File: src/rtl/wb_pkg.sv
// Shared Wishbone master types: response status, FSM states, bus widths.
// Imported by the master port and its bus interface.
package wb_pkg;

  localparam int WB_DATA_W = 32;
  localparam int WB_SEL_W  = 4;

  typedef enum logic [1:0] {
    OK            = 2'd0,
    ERR           = 2'd1,
    RTY_EXHAUSTED = 2'd2,
    TIMEOUT       = 2'd3
  } wb_status_t;

  typedef enum logic [2:0] {
    IDLE    = 3'd0,
    REQ     = 3'd1,
    XFER    = 3'd2,
    BACKOFF = 3'd3,
    RESP    = 3'd4
  } wb_master_state_t;

endpackage

File: src/rtl/wb_master_bus_t.sv
// Wishbone classic bus with tags and arbiter grant.
// Field suffixes are from the master's point of view.
interface wb_master_bus_t #(
  parameter int TAGSIZE = 2
);
  import wb_pkg::*;

  logic                 wb_cyc_o;
  logic                 wb_stb_o;
  logic                 wb_we_o;
  logic                 wb_lock_o;
  logic [WB_DATA_W-1:0] wb_adr_o;
  logic [WB_DATA_W-1:0] wb_dat_o;
  logic [WB_SEL_W-1:0]  wb_sel_o;
  logic [TAGSIZE-1:0]   wb_tga_o;
  logic [TAGSIZE-1:0]   wb_tgc_o;
  logic [TAGSIZE-1:0]   wb_tgd_o;
  logic [WB_DATA_W-1:0] wb_dat_i;
  logic [TAGSIZE-1:0]   wb_tgd_i;
  logic                 wb_ack_i;
  logic                 wb_err_i;
  logic                 wb_rty_i;
  logic                 wb_gnt_i;

  modport master (
    output wb_cyc_o, wb_stb_o, wb_we_o,
    output wb_lock_o, wb_adr_o, wb_dat_o,
    output wb_sel_o, wb_tga_o, wb_tgc_o,
    output wb_tgd_o,
    input  wb_dat_i, wb_tgd_i, wb_ack_i,
    input  wb_err_i, wb_rty_i, wb_gnt_i
  );

  modport slave (
    input  wb_cyc_o, wb_stb_o, wb_we_o,
    input  wb_lock_o, wb_adr_o, wb_dat_o,
    input  wb_sel_o, wb_tga_o, wb_tgc_o,
    input  wb_tgd_o,
    output wb_dat_i, wb_tgd_i, wb_ack_i,
    output wb_err_i, wb_rty_i, wb_gnt_i
  );

endinterface

File: src/rtl/wb_master_port.sv
// Valid/ready request port to Wishbone classic single transfers,
// with bounded retry on rty and a response timeout.
module wb_master_port #(
  parameter int TAGSIZE   = 2,
  parameter int MAX_RETRY = 4,
  parameter int TIMEOUT   = 255
) (
  input  logic               clk,
  input  logic               rstn,
  input  logic               req_valid_i,
  output logic               req_ready_o,
  input  logic               req_we_i,
  input  logic [31:0]        req_adr_i,
  input  logic [31:0]        req_dat_i,
  input  logic [3:0]         req_sel_i,
  input  logic [TAGSIZE-1:0] req_tag_i,
  output logic               rsp_valid_o,
  output logic [31:0]        rsp_dat_o,
  output logic [TAGSIZE-1:0] rsp_tag_o,
  output logic [1:0]         rsp_status_o,
  wb_master_bus_t.master     wb
);
  import wb_pkg::*;

  localparam int RW = (MAX_RETRY > 0) ? $clog2(MAX_RETRY + 1) : 1;
  localparam int TW = (TIMEOUT > 0) ? $clog2(TIMEOUT + 1) : 1;
  localparam logic [RW-1:0] RMAX = RW'(MAX_RETRY);
  localparam logic [TW-1:0] TLAST =
    TW'((TIMEOUT > 0) ? TIMEOUT - 1 : 0);

  wb_master_state_t   state;
  logic [RW-1:0]      retry_cnt;
  logic [TW-1:0]      timeout_cnt;
  logic [TAGSIZE-1:0] tag;
  logic               done;
  wb_status_t         done_st;

  assign req_ready_o  = (state == IDLE);
  assign wb.wb_lock_o = 1'b0;
  assign wb.wb_tga_o  = tag;
  assign wb.wb_tgc_o  = tag;
  assign wb.wb_tgd_o  = tag;

  // Terminal outcome of an XFER cycle; err beats ack beats rty.
  always_comb begin
    done    = 1'b1;
    done_st = wb_pkg::OK;
    if (wb.wb_err_i) begin
      done_st = wb_pkg::ERR;
    end else if (wb.wb_ack_i) begin
      done_st = wb_pkg::OK;
    end else if (wb.wb_rty_i) begin
      done    = (retry_cnt == RMAX);
      done_st = wb_pkg::RTY_EXHAUSTED;
    end else if (TIMEOUT != 0 && timeout_cnt == TLAST) begin
      done_st = wb_pkg::TIMEOUT;
    end else begin
      done    = 1'b0;
    end
  end

  always_ff @(posedge clk or negedge rstn) begin
    if (!rstn) begin
      state        <= IDLE;
      retry_cnt    <= '0;
      timeout_cnt  <= '0;
      tag          <= '0;
      wb.wb_cyc_o  <= 1'b0;
      wb.wb_stb_o  <= 1'b0;
      wb.wb_we_o   <= 1'b0;
      wb.wb_adr_o  <= '0;
      wb.wb_dat_o  <= '0;
      wb.wb_sel_o  <= '0;
      rsp_valid_o  <= 1'b0;
      rsp_dat_o    <= '0;
      rsp_tag_o    <= '0;
      rsp_status_o <= wb_pkg::OK;
    end else begin
      rsp_valid_o <= 1'b0;
      unique case (state)
        IDLE: begin
          if (req_valid_i) begin
            wb.wb_we_o  <= req_we_i;
            wb.wb_adr_o <= req_adr_i;
            wb.wb_dat_o <= req_dat_i;
            wb.wb_sel_o <= req_sel_i;
            tag         <= req_tag_i;
            wb.wb_cyc_o <= 1'b1;
            retry_cnt   <= '0;
            state       <= REQ;
          end
        end
        REQ: begin
          if (wb.wb_gnt_i) begin
            wb.wb_stb_o <= 1'b1;
            timeout_cnt <= '0;
            state       <= XFER;
          end
        end
        XFER: begin
          if (done) begin
            wb.wb_cyc_o  <= 1'b0;
            wb.wb_stb_o  <= 1'b0;
            rsp_valid_o  <= 1'b1;
            rsp_status_o <= done_st;
            state        <= RESP;
            if (!wb.wb_err_i && wb.wb_ack_i) begin
              rsp_dat_o <= wb.wb_dat_i;
              rsp_tag_o <= wb.wb_tgd_i;
            end
          end else if (wb.wb_rty_i) begin
            retry_cnt   <= retry_cnt + 1'b1;
            wb.wb_stb_o <= 1'b0;
            state       <= BACKOFF;
          end else if (timeout_cnt != '1) begin
            timeout_cnt <= timeout_cnt + 1'b1;
          end
        end
        BACKOFF: state <= REQ;
        RESP:    state <= IDLE;
        default: state <= IDLE;
      endcase
    end
  end

endmodule

File: src/flat_wrapper.sv
// flat-port wrapper written by rule: the top's interface ports become plain ports
module wb_master_port_flat import wb_pkg::*;
#(
  parameter int TAGSIZE   = 2,
  parameter int MAX_RETRY = 4,
  parameter int TIMEOUT   = 255
)
  (clk, rstn, req_valid_i, req_ready_o, req_we_i, req_adr_i, req_dat_i, req_sel_i, req_tag_i, rsp_valid_o, rsp_dat_o, rsp_tag_o, rsp_status_o, wb_wb_cyc_o, wb_wb_stb_o, wb_wb_we_o, wb_wb_lock_o, wb_wb_adr_o, wb_wb_dat_o, wb_wb_sel_o, wb_wb_tga_o, wb_wb_tgc_o, wb_wb_tgd_o, wb_wb_dat_i, wb_wb_tgd_i, wb_wb_ack_i, wb_wb_err_i, wb_wb_rty_i, wb_wb_gnt_i);
  wb_master_bus_t #(.TAGSIZE(TAGSIZE)) wb_i ();
  input  logic clk;
  input  logic rstn;
  input  logic req_valid_i;
  output logic req_ready_o;
  input  logic req_we_i;
  input  logic [31:0] req_adr_i;
  input  logic [31:0] req_dat_i;
  input  logic [3:0] req_sel_i;
  input  logic [TAGSIZE-1:0] req_tag_i;
  output logic rsp_valid_o;
  output logic [31:0] rsp_dat_o;
  output logic [TAGSIZE-1:0] rsp_tag_o;
  output logic [1:0] rsp_status_o;
  output wire logic [$bits(wb_i.wb_cyc_o)-1:0] wb_wb_cyc_o;
  output wire logic [$bits(wb_i.wb_stb_o)-1:0] wb_wb_stb_o;
  output wire logic [$bits(wb_i.wb_we_o)-1:0] wb_wb_we_o;
  output wire logic [$bits(wb_i.wb_lock_o)-1:0] wb_wb_lock_o;
  output wire logic [$bits(wb_i.wb_adr_o)-1:0] wb_wb_adr_o;
  output wire logic [$bits(wb_i.wb_dat_o)-1:0] wb_wb_dat_o;
  output wire logic [$bits(wb_i.wb_sel_o)-1:0] wb_wb_sel_o;
  output wire logic [$bits(wb_i.wb_tga_o)-1:0] wb_wb_tga_o;
  output wire logic [$bits(wb_i.wb_tgc_o)-1:0] wb_wb_tgc_o;
  output wire logic [$bits(wb_i.wb_tgd_o)-1:0] wb_wb_tgd_o;
  input wire logic [$bits(wb_i.wb_dat_i)-1:0] wb_wb_dat_i;
  input wire logic [$bits(wb_i.wb_tgd_i)-1:0] wb_wb_tgd_i;
  input wire logic [$bits(wb_i.wb_ack_i)-1:0] wb_wb_ack_i;
  input wire logic [$bits(wb_i.wb_err_i)-1:0] wb_wb_err_i;
  input wire logic [$bits(wb_i.wb_rty_i)-1:0] wb_wb_rty_i;
  input wire logic [$bits(wb_i.wb_gnt_i)-1:0] wb_wb_gnt_i;
  assign wb_wb_cyc_o = wb_i.wb_cyc_o;
  assign wb_wb_stb_o = wb_i.wb_stb_o;
  assign wb_wb_we_o = wb_i.wb_we_o;
  assign wb_wb_lock_o = wb_i.wb_lock_o;
  assign wb_wb_adr_o = wb_i.wb_adr_o;
  assign wb_wb_dat_o = wb_i.wb_dat_o;
  assign wb_wb_sel_o = wb_i.wb_sel_o;
  assign wb_wb_tga_o = wb_i.wb_tga_o;
  assign wb_wb_tgc_o = wb_i.wb_tgc_o;
  assign wb_wb_tgd_o = wb_i.wb_tgd_o;
  assign wb_i.wb_dat_i = wb_wb_dat_i;
  assign wb_i.wb_tgd_i = wb_wb_tgd_i;
  assign wb_i.wb_ack_i = wb_wb_ack_i;
  assign wb_i.wb_err_i = wb_wb_err_i;
  assign wb_i.wb_rty_i = wb_wb_rty_i;
  assign wb_i.wb_gnt_i = wb_wb_gnt_i;
  wb_master_port #(.TAGSIZE(TAGSIZE), .MAX_RETRY(MAX_RETRY), .TIMEOUT(TIMEOUT)) u_core (.clk(clk), .rstn(rstn), .req_valid_i(req_valid_i), .req_ready_o(req_ready_o), .req_we_i(req_we_i), .req_adr_i(req_adr_i), .req_dat_i(req_dat_i), .req_sel_i(req_sel_i), .req_tag_i(req_tag_i), .rsp_valid_o(rsp_valid_o), .rsp_dat_o(rsp_dat_o), .rsp_tag_o(rsp_tag_o), .rsp_status_o(rsp_status_o), .wb(wb_i));
endmodule
File: config.mk
export PLATFORM = sky130hd
export DESIGN_NAME = wb_master_port_flat
export DESIGN_NICKNAME = d
export VERILOG_FILES = /design/src/rtl/wb_pkg.sv /design/src/rtl/wb_master_bus_t.sv /design/src/rtl/wb_master_port.sv /design/src/flat_wrapper.sv
export SDC_FILE = /design/constraint.sdc
export NUM_CORES = 1
export LEC_CHECK = 0
export CORE_MARGIN = 4
export CORE_UTILIZATION = 45
export CTS_CLUSTER_DIAMETER = 40
export DETAILED_ROUTE_END_ITERATION = 8
export PLACE_DENSITY_LB_ADDON = 0.3
export SYNTH_ARGS = -nofsm -noshare
export SYNTH_HDL_FRONTEND = slang
export SYNTH_SLANG_ARGS = --single-unit
File: constraint.sdc
create_clock -name clk -period 3.3 [get_ports clk]
set_input_delay 0.66 -clock clk [delete_from_list [all_inputs] [get_ports clk]]
set_output_delay 0.66 -clock clk [all_outputs]
set_load 0.005 [all_outputs]
==> results.md <==
- H-tree levels: 4
- Initial antenna violation count: 0
- Routed WL: 12.9 mm
- Int Power: 0.00538 W
- Max Cap Viol: 0
- Yosys cell types: 50
- First DRT Iteration DRCs: 141
- Multi-input gate area: 1750 µm²
- Detail Route Antenna Nets: 0
- Power after layout: approximately 0.0073 W
- CTS tree: built
- Post-Route Setup TNS: 0 ns
- Final Cycle Share: 0.746
- Hold Path Class: input port to async pin
- Syn Nets: between 400 and 500
- Die ar.: 12800 µm²
- Hold buffer count at cts: 0
- Sw Share: 0.267
- Setup bufs post-CTS: 0
- Worst path arrival time: approximately 1.8 ns
- Met1 usage: 0.217
- Crit path time final: 2.46 ns
- Most frequent cells in the layout: clkdlybuf4s50_1 (225), dfrtp_1 (124), mux2_2 (105)
- Core Footprint: approximately 11000 µm²
- LEAKAGE: 3.35 nW
- Vias per inst: roughly 5.1
- Vias: 3681
- RSZ-0062 raised after global routing: false
- Die Span X: 113 µm
- Seq. cell area: 3100 µm²
- Core Rows: 38
- Slew Limit Fails: 0
- # clock sinks: 124
- Layout Skew: 0.00560 ns
- Most common cell after layout, fill and taps aside: clkdlybuf4s50_1
- Grt ovf: 0
- Seq pwr share: 0.361
- Clock transition at path regs: 0.06 ns
- Hpwl dp: 9.55 mm
- Seq/Total Area, Yosys: 0.622
- CP required: 2.64 ns
- Synth warnings: 0
- Combinational share of power: 0.399
- EDFF count, synth: 0
- CP Max Fanout: 7
- Most Crowded Layer GR: met2
- Seq cells post-synth: 124
- Status: finished, final reports clean
- Worst Max-Slew Pin Slew: 0.617 ns
- DR pass1 iterations: 4
- Crit path buf inv count: 1
- Maximum vdd drop: 524 µV
- Startpoint types: register
- Fill cell count: ~750
- Chip height: 113 µm
- Crit-path cells: nor3_1 > clkdlybuf4s50_1
- Synth Instances: between 300 and 400
- Final setup fails: 0
- Psw: 0.00196 W
- Finished Core Util: 0.736
- Power Density: 920 nW/µm²
- Max Buffers Root-to-Sink: 2
- Starting Density: 0.460
- Number of global-route vias before repair: 4152
- Fin nets: 687
- CTS buffer count: 17
- Area Overhead vs Synth: 59.9%
- I/O pin total: 228
- Main synth FF type: dfrtp_1
- Syn Area/Cell: 14.8 µm²
- CP endpoint kind: output port
- DRC: 0
- Crit path kind: register to output port
- Slowest CP cell: clkdlybuf4s50_1
- Peak Freq: 0.406 GHz
- Largest net degree at the start of global routing: 58
- Met3 GRT Util: 0.0834
- Share of layout cells above drive strength 1: 0.260
- Rel. slew slack: 0.589
- Clk pwr share: 0.240
- Mapped cell area: 4990 µm²
- Fin. Hold Viols: 0
- Total GRT Usage: 0.208
- R2r setup slk: 1.17 ns
- Fraction of registers with async set/reset: 1.00
- PortBufs: 226
- Skew-Pair Late Insertion Delay: 0.51 ns
- PostCTS Resize Cnt: 0
- # diodes: 0
- Root Driver: clkbuf_8
- Placer Congestion: 0.902
- Wire length per cell: between 15 and 20 µm
- CP peak stage delay: 0.55 ns
- Global-route wire length before repair: 20.5 mm
- Met2 Track Usage GR: 0.373
- CP top delay family: buffers and inverters
-- metal layers --
metal  share of wire  wire [µm]
met4           0.022        286
met3           0.079       1030
met2            0.55       7100
met5               0          0
met1            0.35       4530
-- synth_stat cells (2+ instances only) --
| cell | count | area, µm² |
|---|---|---|
| nand2_1 | 8 | 30.0 |
| nand3_1 | 5 | 25.0 |
| buf_2 | 6 | 30.0 |
| nor2_1 | 4 | 15.0 |
| o21a_1 | 2 | 15.0 |
| a31oi_1 | 6 | 37.5 |
| inv_1 | 9 | 33.8 |
| and2_1 | 2 | 12.5 |
| or2_2 | 2 | 12.5 |
| a21o_1 | 3 | 22.5 |
| nor3_1 | 4 | 20.0 |
| clkbuf_1 | 7 | 26.3 |
| ha_1 | 4 | 50.1 |
| buf_4 | 5 | 37.5 |
| dfrtp_1 | 124 | 3100 |
| mux2_2 | 105 | 1180 |
| o21ai_0 | 8 | 40.0 |
| nor4_1 | 2 | 12.5 |
-- cell type report --
type | count | area share
Tap cell | 140 | 0.0220
Sequential cell | 124 | 0.389
Clock buffer | 21 | 0.0563
Timing Repair Buffer | 233 | 0.295
Inverter | 9 | 0.00424
Clock inverter | 11 | 0.0149
Multi-Input combinational cell | 186 | 0.219
-- state kept, by name, indices dropped and copies added, names as in the netlist, 2 cells and up --
name and count:
u_core.rsp_status_o 2, u_core.wb.wb_tga_o 2, u_core.state 3, u_core.rsp_dat_o 32, u_core.wb.wb_adr_o 32, u_core.retry_cnt 3
u_core.wb.wb_sel_o 4, u_core.timeout_cnt 8, u_core.rsp_tag_o 2, u_core.wb.wb_dat_o 32
-- metrics by stage --
step,hold WS [ns],cells,worst slack (ns),instance area [µm²]
2_1_floorplan,0.364,338,1.19,4990
3_3_place_gp,0.463,692,0.639,7410
3_5_place_dp,0.472,692,0.593,7410
4_1_cts,0.157,724,0.806,7980
5_1_grt,0.184,724,0.729,7980
6_report,0.149,724,0.837,7980
-- worst paths after layout --
path                       depth (start not counted)                 from                endpoint
max reg2reg                                        6  u_core.retry_cnt[0]   u_core.timeout_cnt[5]
min                                                1                 rstn   u_core.wb.wb_adr_o[5]
max                                                2      u_core.state[2]             req_ready_o
min in group clk                                   1   u_core.wb.wb_stb_o      u_core.wb.wb_stb_o
min reg2reg                                        1   u_core.wb.wb_stb_o      u_core.wb.wb_stb_o
max in group asynchronous                          2                 rstn  u_core.wb.wb_dat_o[14]
-- power groups by stage --
stage / Sequential [W] / Clock [W] / Combinational [W]
6_report: 0.00265 / 0.00176 / 0.00293
5_1_grt: 0.00276 / 0.00187 / 0.00313
4_1_cts: 0.00267 / 0.00179 / 0.00298
3_5_place_dp: 0.00267 / 0 / 0.00295
3_3_place_gp: 0.00263 / 0 / 0.00290
2_1_floorplan: 0.00269 / 0 / 0.00104
-- kinds of logic (layout without fill, tap and decap cells) --
group	after synthesis	in the layout	share of synthesized area
mux	106	106	0.239
fa+ha+maj	4	4	0.0100
other cells	1	1	0.000752
compound gates	38	38	0.0570
flops	124	124	0.622
simple gates	37	37	0.0429
buf+inv	28	274	0.0279
No activity file was read; power rests on OpenSTA's default activity.
